`config.mk`:
```
export PLATFORM = sky130hd
export DESIGN_NAME = branch_ctrl_flat
export DESIGN_NICKNAME = d
export VERILOG_FILES = /design/src/rtl/branch_ctrl_if.sv /design/src/rtl/branch_ctrl.sv /design/src/flat_wrapper.sv
export SDC_FILE = /design/constraint.sdc
export NUM_CORES = 1
export LEC_CHECK = 0
export BUFFER_PORTS_ARGS = -buffer_cell sky130_fd_sc_hd__buf_2
export CAP_MARGIN = 20
export CELL_PAD_IN_SITES_DETAIL_PLACEMENT = 1
export CELL_PAD_IN_SITES_GLOBAL_PLACEMENT = 2
export CORE_ASPECT_RATIO = 1.25
export CORE_UTILIZATION = 15
export CTS_CLUSTER_SIZE = 16
export DETAILED_ROUTE_END_ITERATION = 16
export GPL_ROUTABILITY_DRIVEN = 0
export PLACE_DENSITY_LB_ADDON = 0.1
export SLEW_MARGIN = 10
export SYNTH_ARGS = -nofsm -noshare
export SYNTH_HDL_FRONTEND = slang
export SYNTH_SLANG_ARGS = --single-unit
```
`constraint.sdc`:
```
create_clock -name clk -period 2.45 [get_ports clk]
set_input_delay 0.49 -clock clk [delete_from_list [all_inputs] [get_ports clk]]
set_output_delay 0.49 -clock clk [all_outputs]
set_load 0.005 [all_outputs]
```
`src/rtl/branch_ctrl_if.sv`:
```
// Comparator bus between the decode branch controller (master) and the
// branch comparator (slave): operands and op code out, result back.
interface branch_ctrl_if;
    logic [31:0] cmp_a;
    logic [31:0] cmp_b;
    logic [5:0]  cmp_op;
    logic        cmp_y;

    modport master (output cmp_a, output cmp_b, output cmp_op, input cmp_y);
    modport slave  (input cmp_a, input cmp_b, input cmp_op, output cmp_y);
endinterface

```
`src/rtl/branch_ctrl.sv`:
```
// Decode-stage branch controller: operand select/forward, hazard stall, PC-select,
// link, stall watchdog. Optional statistics counters under `BRANCH_STATS_EN.
module branch_ctrl #(
    parameter int STALL_LIMIT = 3
) (
    input  logic        clk,
    input  logic        resetn,
    input  logic        branch_valid,
    input  logic [5:0]  branch_op,
    input  logic [4:0]  rs,
    input  logic [4:0]  rt,
    input  logic [31:0] rd1,
    input  logic [31:0] rd2,
    input  logic        ex_regwrite,
    input  logic [4:0]  ex_writereg,
    input  logic        mem_regwrite,
    input  logic        mem_memtoreg,
    input  logic [4:0]  mem_writereg,
    input  logic [31:0] mem_aluout,
    input  logic        d_hold,
    branch_ctrl_if.master cmp,
    output logic        stall_d,
    output logic        pc_src,
    output logic        link,
    output logic        stall_err,
    output logic [31:0] stat_branches,
    output logic [31:0] stat_taken,
    output logic [31:0] stat_stall_cycles
);
    // Control codes, matching the encodings in defines2.vh.
    localparam logic [5:0] BEQ_CONTROL    = 6'b000100;
    localparam logic [5:0] BNE_CONTROL    = 6'b000101;
    localparam logic [5:0] BLTZAL_CONTROL = 6'b110000;
    localparam logic [5:0] BGEZAL_CONTROL = 6'b110001;

    localparam int CNT_W = $clog2(STALL_LIMIT + 2) + 1;
    localparam logic [CNT_W-1:0] LIMIT = CNT_W'(STALL_LIMIT);

    typedef enum logic {IDLE, WAIT} state_t;

    state_t           state_reg, state_next;
    logic [CNT_W-1:0] cnt_reg, cnt_next;
    logic             err_reg, err_next;

    logic        uses_rt;
    logic        hazard;
    logic        resolve;
    logic [4:0]  src  [2];
    logic [31:0] rdat [2];
    logic [31:0] opnd [2];
    logic [1:0]  used, haz, fwd;

    assign uses_rt = (branch_op == BEQ_CONTROL) || (branch_op == BNE_CONTROL);
    assign used    = {uses_rt, 1'b1};
    assign src[0]  = rs;
    assign src[1]  = rt;
    assign rdat[0] = rd1;
    assign rdat[1] = rd2;

    // A load still in MEM cannot be forwarded, and an EX producer always stalls.
    generate
        for (genvar gi = 0; gi < 2; gi++) begin : g_src
            assign haz[gi] = used[gi] && (src[gi] != 5'd0) &&
                             ((ex_regwrite && (ex_writereg == src[gi])) ||
                              (mem_regwrite && mem_memtoreg && (mem_writereg == src[gi])));
            assign fwd[gi] = used[gi] && (src[gi] != 5'd0) && mem_regwrite &&
                             !mem_memtoreg && (mem_writereg == src[gi]);
            assign opnd[gi] = fwd[gi] ? mem_aluout : rdat[gi];
        end
    endgenerate

    assign hazard     = |haz;
    assign cmp.cmp_a  = opnd[0];
    assign cmp.cmp_b  = opnd[1];
    assign cmp.cmp_op = branch_op;

    always_ff @(posedge clk or negedge resetn) begin
        if (!resetn) begin
            state_reg <= IDLE;
            cnt_reg   <= '0;
            err_reg   <= 1'b0;
        end else begin
            state_reg <= state_next;
            cnt_reg   <= cnt_next;
            err_reg   <= err_next;
        end
    end

    always_comb begin
        state_next = state_reg;
        cnt_next   = cnt_reg;
        case (state_reg)
            IDLE: begin
                if (branch_valid && hazard) begin
                    state_next = WAIT;
                    cnt_next   = {{(CNT_W-1){1'b0}}, 1'b1};
                end else begin
                    cnt_next = '0;
                end
            end
            WAIT: begin
                if (!branch_valid || !hazard) begin
                    state_next = IDLE;
                    cnt_next   = '0;
                end else if (cnt_reg != {CNT_W{1'b1}}) begin
                    cnt_next = cnt_reg + 1'b1;
                end
            end
            default: begin
                state_next = IDLE;
                cnt_next   = '0;
            end
        endcase
        err_next = err_reg || (cnt_next > LIMIT);
    end

    // Outputs are gated by resetn so a reset mid-stall releases decode at once.
    always_comb begin
        stall_d = resetn && branch_valid && hazard;
        resolve = resetn && branch_valid && !hazard;
        pc_src  = resolve && cmp.cmp_y;
        link    = resolve && ((branch_op == BLTZAL_CONTROL) || (branch_op == BGEZAL_CONTROL));
    end

    assign stall_err = err_reg;

`ifdef BRANCH_STATS_EN
    logic [31:0] br_reg, tk_reg, st_reg;
    logic        counted;

    // A held branch resolves repeatedly; only the releasing cycle is counted.
    assign counted = resolve && !d_hold;

    always_ff @(posedge clk or negedge resetn) begin
        if (!resetn) begin
            br_reg <= '0;
            tk_reg <= '0;
            st_reg <= '0;
        end else begin
            if (counted)
                br_reg <= br_reg + 32'd1;
            if (counted && pc_src)
                tk_reg <= tk_reg + 32'd1;
            if (stall_d)
                st_reg <= st_reg + 32'd1;
        end
    end

    assign stat_branches     = br_reg;
    assign stat_taken        = tk_reg;
    assign stat_stall_cycles = st_reg;
`else
    logic unused_hold;
    assign unused_hold       = d_hold;
    assign stat_branches     = 32'd0;
    assign stat_taken        = 32'd0;
    assign stat_stall_cycles = 32'd0;
`endif

endmodule

```
`src/flat_wrapper.sv`:
```
// flat-port wrapper written by rule: the top's interface ports become plain ports
module branch_ctrl_flat 
#(
    parameter int STALL_LIMIT = 3
)
  (clk, resetn, branch_valid, branch_op, rs, rt, rd1, rd2, ex_regwrite, ex_writereg, mem_regwrite, mem_memtoreg, mem_writereg, mem_aluout, d_hold, stall_d, pc_src, link, stall_err, stat_branches, stat_taken, stat_stall_cycles, cmp_cmp_a, cmp_cmp_b, cmp_cmp_op, cmp_cmp_y);
  branch_ctrl_if cmp_i ();
  input  logic clk;
  input  logic resetn;
  input  logic branch_valid;
  input  logic [5:0] branch_op;
  input  logic [4:0] rs;
  input  logic [4:0] rt;
  input  logic [31:0] rd1;
  input  logic [31:0] rd2;
  input  logic ex_regwrite;
  input  logic [4:0] ex_writereg;
  input  logic mem_regwrite;
  input  logic mem_memtoreg;
  input  logic [4:0] mem_writereg;
  input  logic [31:0] mem_aluout;
  input  logic d_hold;
  output logic stall_d;
  output logic pc_src;
  output logic link;
  output logic stall_err;
  output logic [31:0] stat_branches;
  output logic [31:0] stat_taken;
  output logic [31:0] stat_stall_cycles;
  output wire logic [$bits(cmp_i.cmp_a)-1:0] cmp_cmp_a;
  output wire logic [$bits(cmp_i.cmp_b)-1:0] cmp_cmp_b;
  output wire logic [$bits(cmp_i.cmp_op)-1:0] cmp_cmp_op;
  input wire logic [$bits(cmp_i.cmp_y)-1:0] cmp_cmp_y;
  assign cmp_cmp_a = cmp_i.cmp_a;
  assign cmp_cmp_b = cmp_i.cmp_b;
  assign cmp_cmp_op = cmp_i.cmp_op;
  assign cmp_i.cmp_y = cmp_cmp_y;
  branch_ctrl #(.STALL_LIMIT(STALL_LIMIT)) u_core (.clk(clk), .resetn(resetn), .branch_valid(branch_valid), .branch_op(branch_op), .rs(rs), .rt(rt), .rd1(rd1), .rd2(rd2), .ex_regwrite(ex_regwrite), .ex_writereg(ex_writereg), .mem_regwrite(mem_regwrite), .mem_memtoreg(mem_memtoreg), .mem_writereg(mem_writereg), .mem_aluout(mem_aluout), .d_hold(d_hold), .cmp(cmp_i), .stall_d(stall_d), .pc_src(pc_src), .link(link), .stall_err(stall_err), .stat_branches(stat_branches), .stat_taken(stat_taken), .stat_stall_cycles(stat_stall_cycles));
endmodule
```
* Word level (Yosys, flattened, before mapping)
Cells that the tools add are included.
Widths: inputs -> output; s select.
** Storage, ports and cells
- Logic and storage cells :: 56
- Flip-flop bits (word level) :: 6
- Output and inout bits :: 170
- Bits of input ports :: 130
** Operators by class
- Reductions and logical operators :: 32
- Add/subtract/negate cells :: 1
- Bitwise logic cells :: 1
- Eq/ne operators :: 9
- Magnitude comparators :: 1
- Muxes and demuxes :: 9
** Operators by type and width (count)
- $mux 32 :: 2
- $eq 5x5->1 :: 4
- $logic_and 1x1->1 :: 20
- $eq 6x3->1 const B :: 2
- $eq 6x6->1 const B :: 2
- $reduce_bool 5->1 :: 2
- $mux 4 :: 2
- $pmux 4 s2 :: 1
- $logic_or 1x1->1 :: 6
- $add 4x1->4 const B :: 1
- $gt 4x2->1 const B :: 1
- $ne 4x4->1 const B :: 1
- $logic_not 1->1 :: 3
- $mux 1 :: 3
- $pmux 1 s2 :: 1
- $reduce_or 2->1 :: 1
- $not 1->1 :: 1

* Longest topological paths before layout
- Word-level depth :: 11
- Mapped depth :: 6
- Mapped depth without buffers :: 6

* Worst setup path after synthesis
Ideal clock, no wire load.
- Kind :: input to output
- Start :: in mem_writereg[2]
- End :: out cmp_cmp_a[10]
- Path slack :: 0.228 ns
- Arrival time :: 1.732 ns
- Buffers on the path :: 1
- Data required time :: 1.960 ns
- Cell stages on the path :: 5
- Cell sequence :: xnor2_1 > nand3_1 > nor4_4 > buf_6 > mux2_4
** On the way
- Word-level cells in the longest chain between the ends :: 3
** Ends and longest elaborated chain
- from (decl) :: line flat_wrapper.sv:20 : input logic [4:0] mem_writereg;
- $eq 5x5->1 :: line branch_ctrl.sv:67 : !mem_memtoreg && (mem_writereg == src[gi]);
- $logic_and 1x1->1 :: line branch_ctrl.sv:67
- $mux 32 :: line branch_ctrl.sv:68 : assign opnd[gi] = fwd[gi] ? mem_aluout : rdat[gi];
- to (decl) :: line flat_wrapper.sv:30 : output wire logic [$bits(cmp_i.cmp_a)-1:0] cmp_cmp_a;
Every way passes these cells.

* Worst setup path after layout
- Start :: in rs[1]
- End :: out cmp_cmp_a[11]
** On the way
- Word-level cells in the longest chain between the ends :: 5
- Elaborated cells on any way between the ends :: 6
- Classes of those cells :: eq/ne: 1; mux: 1; reduce/logical: 4
** Ends and longest elaborated chain
- from (decl) :: line flat_wrapper.sv:12 : input logic [4:0] rs;
- $reduce_bool 5->1 :: line branch_ctrl.sv:66 : assign fwd[gi] = used[gi] && (src[gi] != 5'd0) && mem_regwrite &&
- $logic_and 1x1->1 (2 in a row) :: line branch_ctrl.sv:66
- $logic_and 1x1->1 * :: line branch_ctrl.sv:67
- $mux 32 * :: line branch_ctrl.sv:68
Every way passes the cells marked *; elsewhere a longest branch is shown, timed or not.

==> flow_metrics.env <==
export IMPL_outcome="complete, but fails checks"
export IMPL_violations="setup timing"
export IMPL_antenna_left=0
export IMPL_global_route_overflow_total=0
export IMPL_max_freq_ghz=0.387
export IMPL_synth_sequential_area_ratio_pct=6.49
export IMPL_critPathArrivalTime_ns=2.09
export IMPL_fp_coreArea_sq_um=15000
export IMPL_cts_hold_fix_buffers=0
export IMPL_clock_insertion_delay_worst_skew_ns=0.23
export IMPL_yosys_area_top_type_share_pct=34.1
export IMPL_vias_per_cell=3.56
export IMPL_finalInstanceArea_sq_um=4070
export IMPL_detailedPlace_worstSlack_ns=-0.303
export IMPL_critPathSlowestCell="sky130_fd_sc_hd__or4_4"
export IMPL_routedWlPerCell_microns=14.6
export IMPL_largest_register_ffs=4
export IMPL_synth_ff_type="sky130_fd_sc_hd__dfrtp_1"
export IMPL_synth_cells_most_frequent="sky130_fd_sc_hd__buf_4, sky130_fd_sc_hd__mux2_2, sky130_fd_sc_hd__mux2_4, sky130_fd_sc_hd__xor2_1, sky130_fd_sc_hd__xnor2_1"
export IMPL_power_leakage_uw=0.00213
export IMPL_vias=2337
export IMPL_post_synth_top_count_cell="sky130_fd_sc_hd__buf_4"
export IMPL_period_needed_ns=2.58
export IMPL_postLayoutSetupSlackWorst_ns=-0.132
export IMPL_floorplan_rows=50
export IMPL_deepest_level_of_the_cts_h_tree=1
export IMPL_start_util_pct=15.4
export IMPL_ys_top_cells_by_area="sky130_fd_sc_hd__buf_4, sky130_fd_sc_hd__mux2_4, sky130_fd_sc_hd__mux2_2"
export IMPL_share_of_layout_cells_above_drive_strength_1_pct=67.7
export IMPL_synth_area_leader_cell="sky130_fd_sc_hd__buf_4"
export IMPL_cts_max_path_buffers=2
export IMPL_grt_pass1_vias=2402
export IMPL_power_density_nw_per_um2=210
export IMPL_grt_start_max_net_pins=13
export IMPL_final_non_filler_cells=656
export IMPL_numPlacedInstances=646
export IMPL_p_clk_share_pct=31.2
export IMPL_start_kind="input pin"
export IMPL_crit_chain="buf_8, or4_4, nor2_4, nor4_4, buf_12, buf_12, mux2_4, buf_6"
export IMPL_critical_path_top_delay_family="simple AND/OR/NAND/NOR gates"
export IMPL_grt_antenna_before_repair=2
export IMPL_grt_pass1_wl_mm=13.6
export IMPL_synth_area_per_cell_sq_um=9.25
export IMPL_finalClockSkew_ns=0.00256
export IMPL_cts_tree="yes"
export IMPL_r2r_cells=4
export IMPL_final_hold_worst_slack_ns=0.0914
export IMPL_report_final_slew_viol_count=0
export IMPL_die_h_microns=141
export IMPL_detailed_routing_iteration_count_for_the_pre_antenna_repair_pass=3
export IMPL_switching_power_uw=259
export IMPL_io_pins=300
export IMPL_p_total_uw=856
export IMPL_cap_viol_max_count=0
export IMPL_worst_path_most_repeated_cell="sky130_fd_sc_hd__buf_12"
export IMPL_crit_buf_inv=4
export IMPL_int_pwr_uw=597
export IMPL_ffs_w_async_s_r_synth_pct=100
export IMPL_critical_path_endpoint_type="output port"
export IMPL_die_area_sq_um=15900
export IMPL_ir_worst_vdd_v=0.000142
export IMPL_syn_inst=250
export IMPL_post_route_drc_violation_count=0
export IMPL_cp_max_fo=10
export IMPL_post_synthesis_cell_area_sq_um=2310
export IMPL_area_growth_syn_to_layout_pct=76.1
export IMPL_worst_endpoint_required_ns=1.96
export IMPL_place_hpwl_mm=8.34
export IMPL_ys_ff_latch=6
export IMPL_sink_count_of_the_clock_tree=6
export IMPL_place_area_sq_um=3350
export IMPL_timing_critical_path_slowest_cell_delay_ns=0.54
export IMPL_grt_setup_unrepaired="true"
export IMPL_number_of_synthesis_warnings=0
export IMPL_clock_transition_time_at_the_flip_flop_clock_pins_of_the_worst_setup_and_hold_paths_ns=0.03
export IMPL_drt_iter0_drc=37
export IMPL_grt_use_total_pct=11.0
export IMPL_seq_power_share_pct=11.8
export IMPL_cts_buffers_inserted=3
export IMPL_ys_types=34
export IMPL_path_class="input pin to output port"
export IMPL_finalNetCount=606
export IMPL_total_number_of_cells_along_the_worst_setup_path=8
export IMPL_power_share_combinational_pct=57.0
export IMPL_io_buffer_count=200
export IMPL_synth_edf_count=0
export IMPL_die_width_microns=113
export IMPL_root_buffer="sky130_fd_sc_hd__clkbuf_16"
export IMPL_switching_share_pct=30.3
export IMPL_timing_hold_violations_final=0
export IMPL_report_final_setup_viol=63
export IMPL_finalCritPeriodShare_pct=105
export IMPL_wl_final_mm=9.57
export IMPL_hold_path_class="input pin to async pin"
[cell families after synthesis]
kind of cell / Yosys count / synth area share, %
AOI/OAI and AO/OA: 9 / 2.65
xor gates and xnor gates: 21 / 7.95
adders and majority gates: 1 / 0.541
buffers and inverters: 110 / 35.9
DFF: 6 / 6.49
muxes: 65 / 36.5
other: 1 / 0.162
and+or+nand+nor: 37 / 9.85
[cell usage in the layout (no fill, tap or decap), types with 4 or more instances in the layout]
cell type and instances:
sky130_fd_sc_hd__nor3_1 4, sky130_fd_sc_hd__xor2_1 10, sky130_fd_sc_hd__mux2_4 52, sky130_fd_sc_hd__buf_4 15
sky130_fd_sc_hd__xnor2_1 6, sky130_fd_sc_hd__mux2_2 12, sky130_fd_sc_hd__buf_2 150, sky130_fd_sc_hd__dfrtp_1 6
sky130_fd_sc_hd__nor2_1 6, sky130_fd_sc_hd__conb_1 96, sky130_fd_sc_hd__nand2_1 7, sky130_fd_sc_hd__buf_6 60
[final cells by class]
| class | instances | area, sq um |
|---|---|---|
| Timing Repair Buffer | 233 | 1700 |
| Tap cell | 182 | 228 |
| Clock buffer | 3 | 75.1 |
| Sequential cell | 6 | 150 |
| Fill cell | 1784 | 10900 |
| Inverter | 2 | 7.51 |
| Antenna cell | 1 | 2.50 |
| Multi-Input combinational cell | 229 | 1910 |
[power groups by stage]
stage / Sequential (uW) / Clock (uW) / Combinational, uW
floorplan: 102 / 0 / 276
global placement: 102 / 0 / 384
detailed placement: 102 / 0 / 386
CTS: 101 / 274 / 451
global route: 101 / 279 / 532
finish: 101 / 267 / 488
[routing by layer]
layer	GRT usage, %	part of all wire [%]
met1	10.5	33
met2	23.1	57
met4	1.45	0.38
met5	0	0.19
met3	3.01	9.3
[per-stage QoR]
step,utilization (%),setup TNS [ns]
CTS,25.8,-8.38
global route,27.1,-10.12
global placement,22.3,-14.02
finish,27.1,-5.31
detailed placement,22.3,-15.10
floorplan,-,0
[path summary, 6_finish.rpt]
path | start | endpoint | slack, ns
min reg2reg | u_core.stall_err$_DFF_PN0_ | u_core.stall_err$_DFF_PN0_ | 0.49
max in group asynchronous | resetn | u_core.cnt_reg[0]$_DFF_PN0_ | 2.19
min in group clk | u_core.stall_err$_DFF_PN0_ | u_core.stall_err$_DFF_PN0_ | 0.49
min | resetn | u_core.stall_err$_DFF_PN0_ | 0.09
max reg2reg | u_core.cnt_reg[0]$_DFF_PN0_ | u_core.cnt_reg[0]$_DFF_PN0_ | 1.13
max | rs[1] | cmp_cmp_a[11] | -0.13
[timing repair]
item                       in CTS  in global routing
resized for setup              75                 41
cloned                          2                  0
setup endpoints to repair      66                 67
pin swaps                       9                  8
setup buffers                   6                  2
No activity file was read; power rests on OpenSTA's default activity.
